===== config.mk =====
export PLATFORM = sky130hd
export DESIGN_NAME = color_write_arbiter
export DESIGN_NICKNAME = d
export VERILOG_FILES = /design/src/rtl/color_write_arbiter.sv
export SDC_FILE = /design/constraint.sdc
export NUM_CORES = 1
export LEC_CHECK = 0
export ABC_AREA = 1
export CAP_MARGIN = 10
export CORE_UTILIZATION = 35
export CTS_CLUSTER_SIZE = 12
export DETAILED_ROUTE_END_ITERATION = 10
export PLACE_DENSITY = 0.71
export SYNTH_ARGS = -nofsm -noshare
export SYNTH_HDL_FRONTEND = slang
export SYNTH_SLANG_ARGS = --single-unit

===== constraint.sdc =====
create_clock -name clk -period 2.15 [get_ports clk]
set_input_delay 0.215 -clock clk [delete_from_list [all_inputs] [get_ports clk]]
set_output_delay 0.215 -clock clk [all_outputs]
set_load 0.02 [all_outputs]

===== src/rtl/color_write_arbiter.sv =====
// Two-requester round-robin arbiter for the board's single color write port.
// Define LOCK_CHECK_EN to add the lock-ROM lookup stage that refuses writes to fixed clue cells.
module color_write_arbiter #(
  parameter int CELLS   = 81,
  parameter int ADDR_W  = 7,
  parameter int COLOR_W = 3
) (
  input  logic               clk,
  input  logic               reset,
  input  logic [1:0]         req,
  input  logic [ADDR_W-1:0]  req_addr0,
  input  logic [ADDR_W-1:0]  req_addr1,
  input  logic [COLOR_W-1:0] req_color0,
  input  logic [COLOR_W-1:0] req_color1,
  output logic [ADDR_W-1:0]  lock_addr,
  input  logic               lock_q,
  output logic               wr_en,
  output logic [ADDR_W-1:0]  wr_addr,
  output logic [COLOR_W-1:0] wr_color,
  output logic [1:0]         ack,
  output logic               rej,
  output logic               busy
);
  typedef enum logic [1:0] {IDLE, LOOKUP, DECIDE, ACK} state_t;

  localparam logic [ADDR_W:0] CELLS_L = (ADDR_W+1)'(CELLS);

  state_t                  state;
  logic                    ptr, gnt, gnt_nxt;
  logic [ADDR_W-1:0]       addr_q;
  logic [COLOR_W-1:0]      color_q;
  logic [1:0]              ack_q;
  logic                    rej_q;
  logic                    range_bad, locked, refuse;
  logic [1:0][ADDR_W-1:0]  addr_v;
  logic [1:0][COLOR_W-1:0] color_v;

  assign addr_v  = {req_addr1, req_addr0};
  assign color_v = {req_color1, req_color0};

  // ptr names the requester that wins a tie; a lone request wins outright
  assign gnt_nxt   = (&req) ? ptr : req[1];
  assign range_bad = {1'b0, addr_q} >= CELLS_L;

`ifdef LOCK_CHECK_EN
  localparam state_t POST_GRANT = LOOKUP;
  assign locked    = lock_q;
  assign lock_addr = addr_q;
`else
  localparam state_t POST_GRANT = DECIDE;
  assign locked    = 1'b0 & lock_q;
  assign lock_addr = '0;
`endif

  // lock_q only becomes valid in DECIDE, so the write strobe is decoded from state
  assign refuse   = range_bad | locked;
  assign wr_en    = (state == DECIDE) && !refuse;
  assign wr_addr  = addr_q;
  assign wr_color = color_q;
  assign ack      = ack_q;
  assign rej      = rej_q;
  assign busy     = (state != IDLE);

  always_ff @(posedge clk or negedge reset) begin
    if (!reset) begin
      state   <= IDLE;
      ptr     <= 1'b0;
      gnt     <= 1'b0;
      addr_q  <= '0;
      color_q <= '0;
      ack_q   <= '0;
      rej_q   <= 1'b0;
    end else begin
      case (state)
        IDLE: begin
          if (|req) begin
            gnt     <= gnt_nxt;
            ptr     <= ~gnt_nxt;
            addr_q  <= addr_v[gnt_nxt];
            color_q <= color_v[gnt_nxt];
            state   <= POST_GRANT;
          end
        end
        LOOKUP: state <= DECIDE;
        DECIDE: begin
          ack_q <= gnt ? 2'b10 : 2'b01;
          rej_q <= refuse;
          state <= ACK;
        end
        ACK: begin
          ack_q <= '0;
          rej_q <= 1'b0;
          state <= IDLE;
        end
        default: state <= IDLE;
      endcase
    end
  end
endmodule


# ---- Word-level counts from Yosys, hierarchy flattened
# Index checks and enable logic that the tools add are counted.
dict set report op_classes {
  n_lt_le_gt_ge 2
  n_mux 10
  shift 0
  add_sub_neg 0
  n_mul 0
  bitwise 1
  reduce_logical 8
  n_div 0
  eq_ne 4
}
# op count
set op_table {}
lappend op_table {{2-to-1 mux 7 bit} 2}
lappend op_table {{case mux 2 bit (4 select lines)} 1}
lappend op_table {{>= comparator 7 bit (second input constant)} 1}
lappend op_table {{2-to-1 mux 3 bit} 2}
lappend op_table {{equality test 2 bit (second input constant)} 2}
lappend op_table {{2-to-1 mux 2 bit} 2}
lappend op_table {{case mux 2 bit (2 select lines)} 1}
lappend op_table {{AND reduction 2 bit} 2}
lappend op_table {{nonzero test 2 bit} 2}
lappend op_table {{equality test 2 x 1 -> 1 bit (second input constant)} 1}
lappend op_table {{zero test 2 bit} 1}
lappend op_table {{< comparator 1 x 2 -> 1 bit (second input constant)} 1}
lappend op_table {{!= test 2 bit (second input constant)} 1}
lappend op_table {{case mux 1 bit (2 select lines)} 1}
lappend op_table {{OR reduction 2 bit} 1}
lappend op_table {{logical AND 1 bit} 1}
lappend op_table {{zero test 1 bit} 1}
lappend op_table {{2-to-1 mux 1 bit} 1}
lappend op_table {{inverter 1 bit} 1}
dict set report word_totals {
  word_cells 32
  latch_bits 0
  regBits 17
  inputBits 25
  mem_bits_ro 0
  mem_bits_rw 0
  memories 0
}

# ---- Longest topological paths before layout
# Gate-level depths: netlist of run 1.
dict set report logic_depth {
  depth_word 4
  depth_mapped 7
  ltp_nobuf 7
}

# ---- Worst setup path before layout of run 1
# Ideal clock, no wire load.
dict set report synth_path {
  path_kind {reg-to-output}
  startpoint {reg addr_q[1], in the netlist wr_addr[1]}
  endpoint {out wr_en}
  arrival_ps 1004
  slack_ps 931
  n_path_buf 0
  path_stages_with_launch 6
  cell_sequence {dfrtp_1 nor2_1 nand2_1 nand2_1 nand2_1 nor2_1}
}
dict set report synth_between {
  elab_chain_len 3
}
# element line
set synth_rtl {}
lappend synth_rtl {{start: declaration} 30} ;# logic [ADDR_W-1:0] addr_q;
lappend synth_rtl {{start signal: assignment} 79} ;# addr_q <= addr_v[gnt_nxt];
lappend synth_rtl {{>= comparator 7 bit} 43} ;# assign range_bad = {1'b0, addr_q} >= CELLS_L;
lappend synth_rtl {{zero test 1 bit} 57} ;# assign wr_en = (state == DECIDE) && !refuse;
lappend synth_rtl {{logical AND 1 bit} 57}
lappend synth_rtl {{end: declaration} 17} ;# output logic wr_en,
# No other way between the ends.

# ---- Worst setup path in the final report of run 1
# Ends and elaborated chain as after synthesis.

==> reports/metrics.cfg, run 1 <==
[outcome]
status=complete, no violations

[global_route]
grt_start_max_net_pins=18
first_global_vias=776
grt_usage_pct=15.18
grt_pass1_wl_mm=3.160
overflow=0
antenna_found_initial=0

[power]
clkPwrFrac_pct=10.1
pwr-share-comb_pct=54.6
seq_power_share_pct=35.3
total_power_uw=1647
power_density_nw_per_um2=1203
p_leak_uw=0.0007523
ir_drop_mv=0.6719
internal-power_uw=944.1
sw_frac_of_total_pct=42.68
netSwitchingPower_uw=703.1

[cells_and_area]
drive_above_1_share_pct=6.215
nFillCells=254
nets=203
final_util_pct=53.79
syn_to_final_growth_pct=41.89
final_common_cell=nand2_1
num_antenna_cells=0
final_cells=207
design_area_um2=1369
layout_common_cells=nand2_1, clkdlybuf4s50_1, inv_1

[timing]
skew_ns=0.002244
fmax_mhz=514.0
finalSetupViolCount=0
finalCritPeriodShare_pct=90.49
relSlewSlack_pct=50.72
hold_viol=0
tns_ns=0
fin_crit_ns=1.946
rsz0062_at_grt=no
slew_violations=0
worstMarginPinSlew_ns=0.7369

[yosys]
syn_inst=137
postSynthAreaPerCell_um2=7.041
synth_seq_cells=17
yosysUniqueCellTypes=17
synth_warnings=0
synthesis.area_um2=964.7
ys_seq_area_share_pct=44.10

[flow_run]
drv_cap=0

[die]
initial_core_util_pct=37.91
dieArea_um2=2970
ios=47
die_w_um=54.50
die_h_um=54.50
core_area_um2=2545
rows=18

[critical_path]
worst_setup_path_startpoint=wr_addr[1]
arrival_ns=1.73
r2r-start=state[1]
cp_common_cell=nand2_1
cpMaxStageDelayCell=clkdlybuf4s50_1
worst_setup_path_end_kind=primary output
worstSetupStartpointType=flip-flop
path_cells=nor2_1 > nand2_1 > nand2_1 > nand2_1 > nor2_1 > clkdlybuf4s50_1
critical_path_class=reg -> out
required_ns=1.93
slowest_delay_ns=0.63
critPathMaxFanout=3

[place]
place_congestion=0.8265
dpl_cell_area_um2=1341
numPlacedInstances=203
place_hpwl_mm=1.608
numPortBuffers=38

[cts]
ctsHoldBuffers=0
cts-buffers-inserted=3
htreeDepth=1
cts_resized=0
root_buffer=clkbuf_4
cts_tree=yes
clockBufferDepth=2
cts_setup_buffers=0
clock-sinks=17
path_clk_slew_ns=0.10
clock_latency_ns=0.28

[routing]
drc=0
antenna_left=0
wl_per_cell_um=9.618
drt_iter0_markers=8
routed_wl_mm=1.991
via_per_inst=4.271
num_vias=884
first_pass_iters=4

[hold_path]
hold_path_class=in -> async

==> cell usage after synthesis <==
library cell  count  area (um2)
dfrtp_1          17       425.4
o21ai_0           3       15.01
a21oi_4           1       16.27
nand2_4           1       11.26
nand2_1          53       198.9
buf_6             1       11.26
buf_4             8       60.06
a21o_1            1       7.510
nor3_1            1       5.000
inv_1            29       108.9
nand3_1          10       50.05
a21oi_1           1       5.000
nor2_1            5       18.77
conb_1            1       3.750
o21a_1            1       7.510
inv_2             3       11.26
o21ai_2           1       8.760
==> sequential cells by signal, indices dropped and copies added (netlist names) <==
signal    flops
wr_addr       7
rej           1
state         2
gnt           1
ptr           1
ack           2
wr_color      3
==> final timing paths <==
kind | slack (ns) | to | cells past startpoint
worst min-delay path | 0.36 | ack[1] | 1
worst min register to register | 0.46 | state[1] | 1
worst max-delay path | 0.20 | wr_en | 6
min in group clk | 0.46 | state[1] | 1
max in group asynchronous | 1.33 | wr_addr[6] | 1
worst max register to register | 0.83 | wr_addr[5] | 6
==> per-stage QoR <==
stage | worst slack, ns | hold WS, ns
after global routing | 0.06405 | 0.4309
after CTS | 0.1825 | 0.3791
after floorplan | 0.9315 | -0.08059
final | 0.2044 | 0.3600
after detailed placement | 0.5080 | 0.4499
after global placement | 0.5625 | 0.4365
==> power by group through the flow <==
stage / Clock (uW) / Sequential, uW / Combinational [uW]
final: 167 / 582 / 899
after global routing: 195 / 600 / 994
after CTS: 176 / 583 / 910
after detailed placement: 0 / 591 / 907
after global placement: 0 / 587 / 885
after floorplan: 0 / 710 / 401
==> cell families after synthesis <==
logic type             count (synthesis)  share of synthesized area, %
and+or+nand+nor                       70                         29.44
AOI/OAI and AO/OA                      8                         6.226
other                                  1                        0.3887
buffers and inverters                 41                         19.84
DFF                                   17                         44.10
==> critical path: cells and delay by family (launching register included) <==
kind                   cells  cell delay, ns
AND/OR/NAND/NOR            5            0.40
buffers and inverters      1            0.63
flip-flops                 1            0.42
==> per-layer routing <==
| metal | global-route usage, % | vias up | share of wire [%] |
|---|---|---|---|
| met2 | 25.61 | 26 | 51 |
| li1 | - | 464 | - |
| met3 | 3.333 | 2 | 4.8 |
| met4 | 6.838 | 0 | 1.2 |
| met1 | 18.24 | 392 | 43 |
| met5 | 0 | - | 0 |
==> cell type report <==
type	instances	area (um2)	share of cell area (%)
Tap cell	30	37.54	2.742
Clock buffer	3	22.52	1.645
Multi-Input combinational cell	85	370.4	27.06
Clock inverter	1	5.005	0.3656
Timing Repair Buffer	39	387.9	28.34
Inverter	32	120.1	8.775
Sequential cell	17	425.4	31.08
(Power assumes the default switching activity.)
==> run 2, diff against run 1 <==
--- a/config.mk
+++ b/config.mk
@@ -10,6 +10,7 @@
 export CORE_UTILIZATION = 35
 export CTS_CLUSTER_SIZE = 12
 export DETAILED_ROUTE_END_ITERATION = 10
+export MAX_ROUTING_LAYER = met4
 export PLACE_DENSITY = 0.71
 export SYNTH_ARGS = -nofsm -noshare
 export SYNTH_HDL_FRONTEND = slang
==> reports/metrics.cfg, run 2 (synthesis gave the netlist of run 1 again) <==
[cells_and_area]
syn_to_final_growth_pct=41.89
nFillCells=254
drive_above_1_share_pct=6.215
layout_common_cells=nand2_1, clkdlybuf4s50_1, inv_1
largest_register_ff_count=7
multi_input_area_um2=370.4
nets=203
final_common_cell=nand2_1
num_antenna_cells=0
regArea_um2=425.4
design_area_um2=1369

[hold_path]
hold_path_class=in -> async

[critical_path]
worst_setup_path_end_kind=primary output
arrival_ns=1.73
cpMaxStageDelayCell=clkdlybuf4s50_1
critical_path_class=reg -> out
required_ns=1.93
cp_common_cell=nand2_1
worst-path-buf-inv=1
worstSetupStartpointType=flip-flop
slowest_delay_ns=0.63
critPathMaxFanout=3
path_cells=nor2_1 > nand2_1 > nand2_1 > nand2_1 > nor2_1 > clkdlybuf4s50_1
crit_family=buffers and inverters

[power]
internal-power_uw=944.1
pwr-share-comb_pct=54.6
sw_frac_of_total_pct=42.69
netSwitchingPower_uw=703.3
seq_power_share_pct=35.3
total_power_uw=1647
clkPwrFrac_pct=10.1
power_density_nw_per_um2=1204
p_leak_uw=0.0007523
ir_drop_mv=0.6717

[cts]
ctsHoldBuffers=0
root_buffer=clkbuf_4
clock_latency_ns=0.28
cts-buffers-inserted=3
cts_setup_buffers=0
clockBufferDepth=2
clock-sinks=17
htreeDepth=1
cts_tree=yes
path_clk_slew_ns=0.10
cts_resized=0

[timing]
hold_viol=0
finalCritPeriodShare_pct=90.61
skew_ns=0.002276
tns_ns=0
relSlewSlack_pct=50.70
worstMarginPinSlew_ns=0.7373
fmax_mhz=513.3
finalSetupViolCount=0
rsz0062_at_grt=no
slew_violations=0
fin_crit_ns=1.948

[routing]
via_per_inst=4.271
routed_wl_mm=1.992
first_pass_iters=4
drt_iter0_markers=8
drc=0
antenna_left=0
wl_per_cell_um=9.623
num_vias=884

[global_route]
grt_pass1_wl_mm=3.160
antenna_found_initial=0
first_global_vias=777
overflow=0
grt_usage_pct=15.61
grt_start_max_net_pins=18

[outcome]
status=complete, no violations

[die]
core_area_um2=2545
ios=47
dieArea_um2=2970
initial_core_util_pct=37.91
die_h_um=54.50
die_w_um=54.50
rows=18

[place]
place_congestion=0.8389
place_hpwl_mm=1.608
dpl_cell_area_um2=1341
numPortBuffers=38

[flow_run]
drv_cap=0

[run 2: cell type report]
cell class | count | share of cell area (%)
Sequential cell | 17 | 31.08
Multi-Input combinational cell | 85 | 27.06
Clock inverter | 1 | 0.3656
Clock buffer | 3 | 1.645
Tap cell | 30 | 2.742
Inverter | 32 | 8.775
Timing Repair Buffer | 39 | 28.34
[run 2: metrics by stage]
stage / setup WS, ns / util [%] / instances / hold slack [ns]
floorplan: 0.9315 / - / 143 / -0.08059
global placement: 0.5625 / 52.70 / 203 / 0.4365
detailed placement: 0.5080 / 52.70 / 203 / 0.4499
CTS: 0.1825 / 53.79 / 207 / 0.3791
global route: 0.06404 / 53.79 / 207 / 0.4309
finish: 0.2019 / 53.79 / 207 / 0.3600
[run 2: routing by layer]
metal / routed length [um] / GRT usage (%)
met5: 0 / -
met4: 21 / 6.838
met3: 97 / 3.333
met2: 1014 / 25.61
met1: 858 / 18.24
[run 2: path summary, 6_finish.rpt]
path / start / to / slack [ns] / depth (start not counted)
setup / recovery: wr_addr[1] / wr_en / 0.20 / 6
hold / removal: reset / ack[1] / 0.36 / 1
setup reg to reg: state[1] / wr_addr[5] / 0.83 / 6
hold reg to reg: state[0] / state[1] / 0.46 / 1
max in group asynchronous: reset / wr_addr[6] / 1.33 / 1
min in group clk: state[0] / state[1] / 0.46 / 1
[run 2: power by group through the flow]
stage                     clock (uW)  sequential [uW]  combinational [uW]
final                            167              582                 899
after global routing             195              600                 994
after CTS                        176              583                 910
after detailed placement           0              591                 907
after global placement             0              587                 885
after floorplan                    0              710                 401
==> run 3, diff against run 2 <==
--- a/config.mk
+++ b/config.mk
@@ -5,13 +5,12 @@
 export SDC_FILE = /design/constraint.sdc
 export NUM_CORES = 1
 export LEC_CHECK = 0
-export ABC_AREA = 1
 export CAP_MARGIN = 10
 export CORE_UTILIZATION = 35
 export CTS_CLUSTER_SIZE = 12
 export DETAILED_ROUTE_END_ITERATION = 10
 export MAX_ROUTING_LAYER = met4
-export PLACE_DENSITY = 0.71
+export PLACE_DENSITY = 0.72
 export SYNTH_ARGS = -nofsm -noshare
 export SYNTH_HDL_FRONTEND = slang
 export SYNTH_SLANG_ARGS = --single-unit
==> reports/metrics.cfg, run 3 <==
[cells_and_area]
final_util_pct=52.80
regArea_um2=425.4
nFillCells=243
largest_register_ff_count=7
final_common_cell=clkdlybuf4s50_1
syn_to_final_growth_pct=43.69
num_antenna_cells=0
multi_input_area_um2=389.1
drive_above_1_share_pct=8.889
nets=161
layout_common_cells=clkdlybuf4s50_1, dfrtp_1, a21oi_1, a31oi_1, o21ai_0

[global_route]
grt_usage_pct=18.97
first_global_vias=798
antenna_found_initial=0
overflow=0
grt_start_max_net_pins=18
grt_pass1_wl_mm=3.684

[cts]
clockBufferDepth=2
ctsHoldBuffers=0
root_buffer=clkbuf_4
htreeDepth=1
cts-buffers-inserted=3
clock_latency_ns=0.29
cts_tree=yes
path_clk_slew_ns=0.10
clock-sinks=17

[place]
numPortBuffers=38
place_congestion=0.7595
pre_cts_slack_ns=0.2024
place_hpwl_mm=1.703

[critical_path]
slowest_delay_ns=0.42
r2r_cells=3
crit_cells=4
critPathMaxFanout=3
cpMaxStageDelayCell=dfrtp_1
timing.rr.end=wr_color[2]
r2r-start=ptr
arrival_ns=1.72
critical_path_class=reg -> out
r2r_setup_slack_ns=0.94
path_cells=nor4_2 > a2bb2oi_1 > and2_1 > dlygate4sd2_1
crit_family=simple AND/OR/NAND/NOR gates
worst-path-buf-inv=1
worstSetupStartpointType=flip-flop
required_ns=1.93
worst_setup_path_end_kind=primary output

[routing]
routed_wl_mm=2.296
wl_per_cell_um=13.92
via_per_inst=5.152
antenna_left=0
first_pass_iters=9
num_vias=850
drc=1
drt_iter0_markers=16

[yosys]
synth_edf_count=0
ys.flop_type=dfrtp_1
synth_seq_cells=17
synth.largest_area_cell=dfrtp_1
postSynthAreaPerCell_um2=9.205
synth_warnings=0
synth_top_area_share_pct=47.16
ys_seq_area_share_pct=47.16
async_reset_ff_share_pct=100.0
syn_inst=98
yosys.cell_count.top_type=dfrtp_1
synthTopCellsByArea=dfrtp_1, a31oi_1, buf_4
synthTopCellsByCount=dfrtp_1, a21oi_1, a31oi_1, o21ai_0, nand3_1
synthesis.area_um2=902.1
yosysUniqueCellTypes=25

[timing]
worst_slack_ns=0.2150
finalSetupViolCount=0
hold_ws_ns=0.3626
hold_viol=0
relSlewSlack_pct=48.63
finalCritPeriodShare_pct=90.00
worstMarginPinSlew_ns=0.7682
skew_ns=0.01030
fmax_mhz=516.8
slew_violations=0
rsz0062_at_grt=no
tns_ns=0
fin_crit_ns=1.935

[outcome]
status=finished, violations left
violations=design-rule violations

[die]
rows=18
dieArea_um2=2785
die_w_um=52.77
initial_core_util_pct=36.75
core_area_um2=2455
die_h_um=52.77
ios=47

[power]
ir_drop_mv=0.7431
p_leak_uw=0.0005279
power_density_nw_per_um2=1307

[flow_run]
drv_cap=0

[hold_path]
hold_path_class=in -> async

[run 3: changes by cell type in the layout (fill, tap and decap cells not counted), sizes merged, moves of 2 or more]
| cell | delta |
|---|---|
| a21oi | +10 |
| a31oi | +11 |
| inv | -26 |
| nand2 | -52 |
| nand2b | +2 |
| o21ai | +8 |
| o22ai | +2 |
[run 3: worst max path at each step]
| stage | startpoint | end |
|---|---|---|
| after floorplan | wr_addr[0] | wr_en |
| after global placement | wr_addr[0] | wr_en |
| after detailed placement | wr_addr[0] | wr_en |
| after CTS | wr_addr[0] | wr_en |
| after global routing | wr_addr[0] | wr_en |
| final | wr_addr[0] | wr_en |
[run 3: per-layer routing]
layer / track usage, % / wire (um) / up-vias
met1: 21.93 / 947 / 417
met3: 6.667 / 97 / 0
met4: 5.263 / 0 / 0
met5: - / 0 / -
li1: - / - / 409
met2: 31.01 / 1251 / 24
[run 3: final cells by class]
class | count | share of cell area [%]
sequential | 17 | 32.82
clock buffer | 3 | 1.737
clock inverter | 1 | 0.3861
multi-input combinational | 68 | 30.02
inverter | 6 | 1.737
tap | 30 | 2.896
timing repair buffer | 40 | 30.41
[run 3: logic make-up (layout without fill, tap and decap cells)]
logic type / count (synthesis) / in the layout / share of synthesized area [%]
buf+inv: 19 / 50 / 12.90
simple gates: 22 / 22 / 14.98
other cells: 1 / 7 / 0.4157
compound gates: 39 / 39 / 24.55
flops: 17 / 17 / 47.16
[run 3: what timing repair did]
action | 4_1_cts | 5_1_grt
resized for setup | 2 | 0
buffers inserted | 0 | 0
endpoints found under the setup margin | 1 | 0
[run 3: power by group]
part	switching [uW]	leakage (uW)	internal (uW)	total [uW]
clock network	100	0.0000177	69.2	169
logic	489	0.000315	429	918
registers	132	0.000196	476	608
[run 3: through the flow]
stage          total power [uW]  std cells  cell area [um2]
2_1_floorplan              1138        104            924.6
5_1_grt                    1818        165             1296
6_report                   1695        165             1296
4_1_cts                    1713        165             1296
3_3_place_gp               1505        161             1264
3_5_place_dp               1541        161             1264
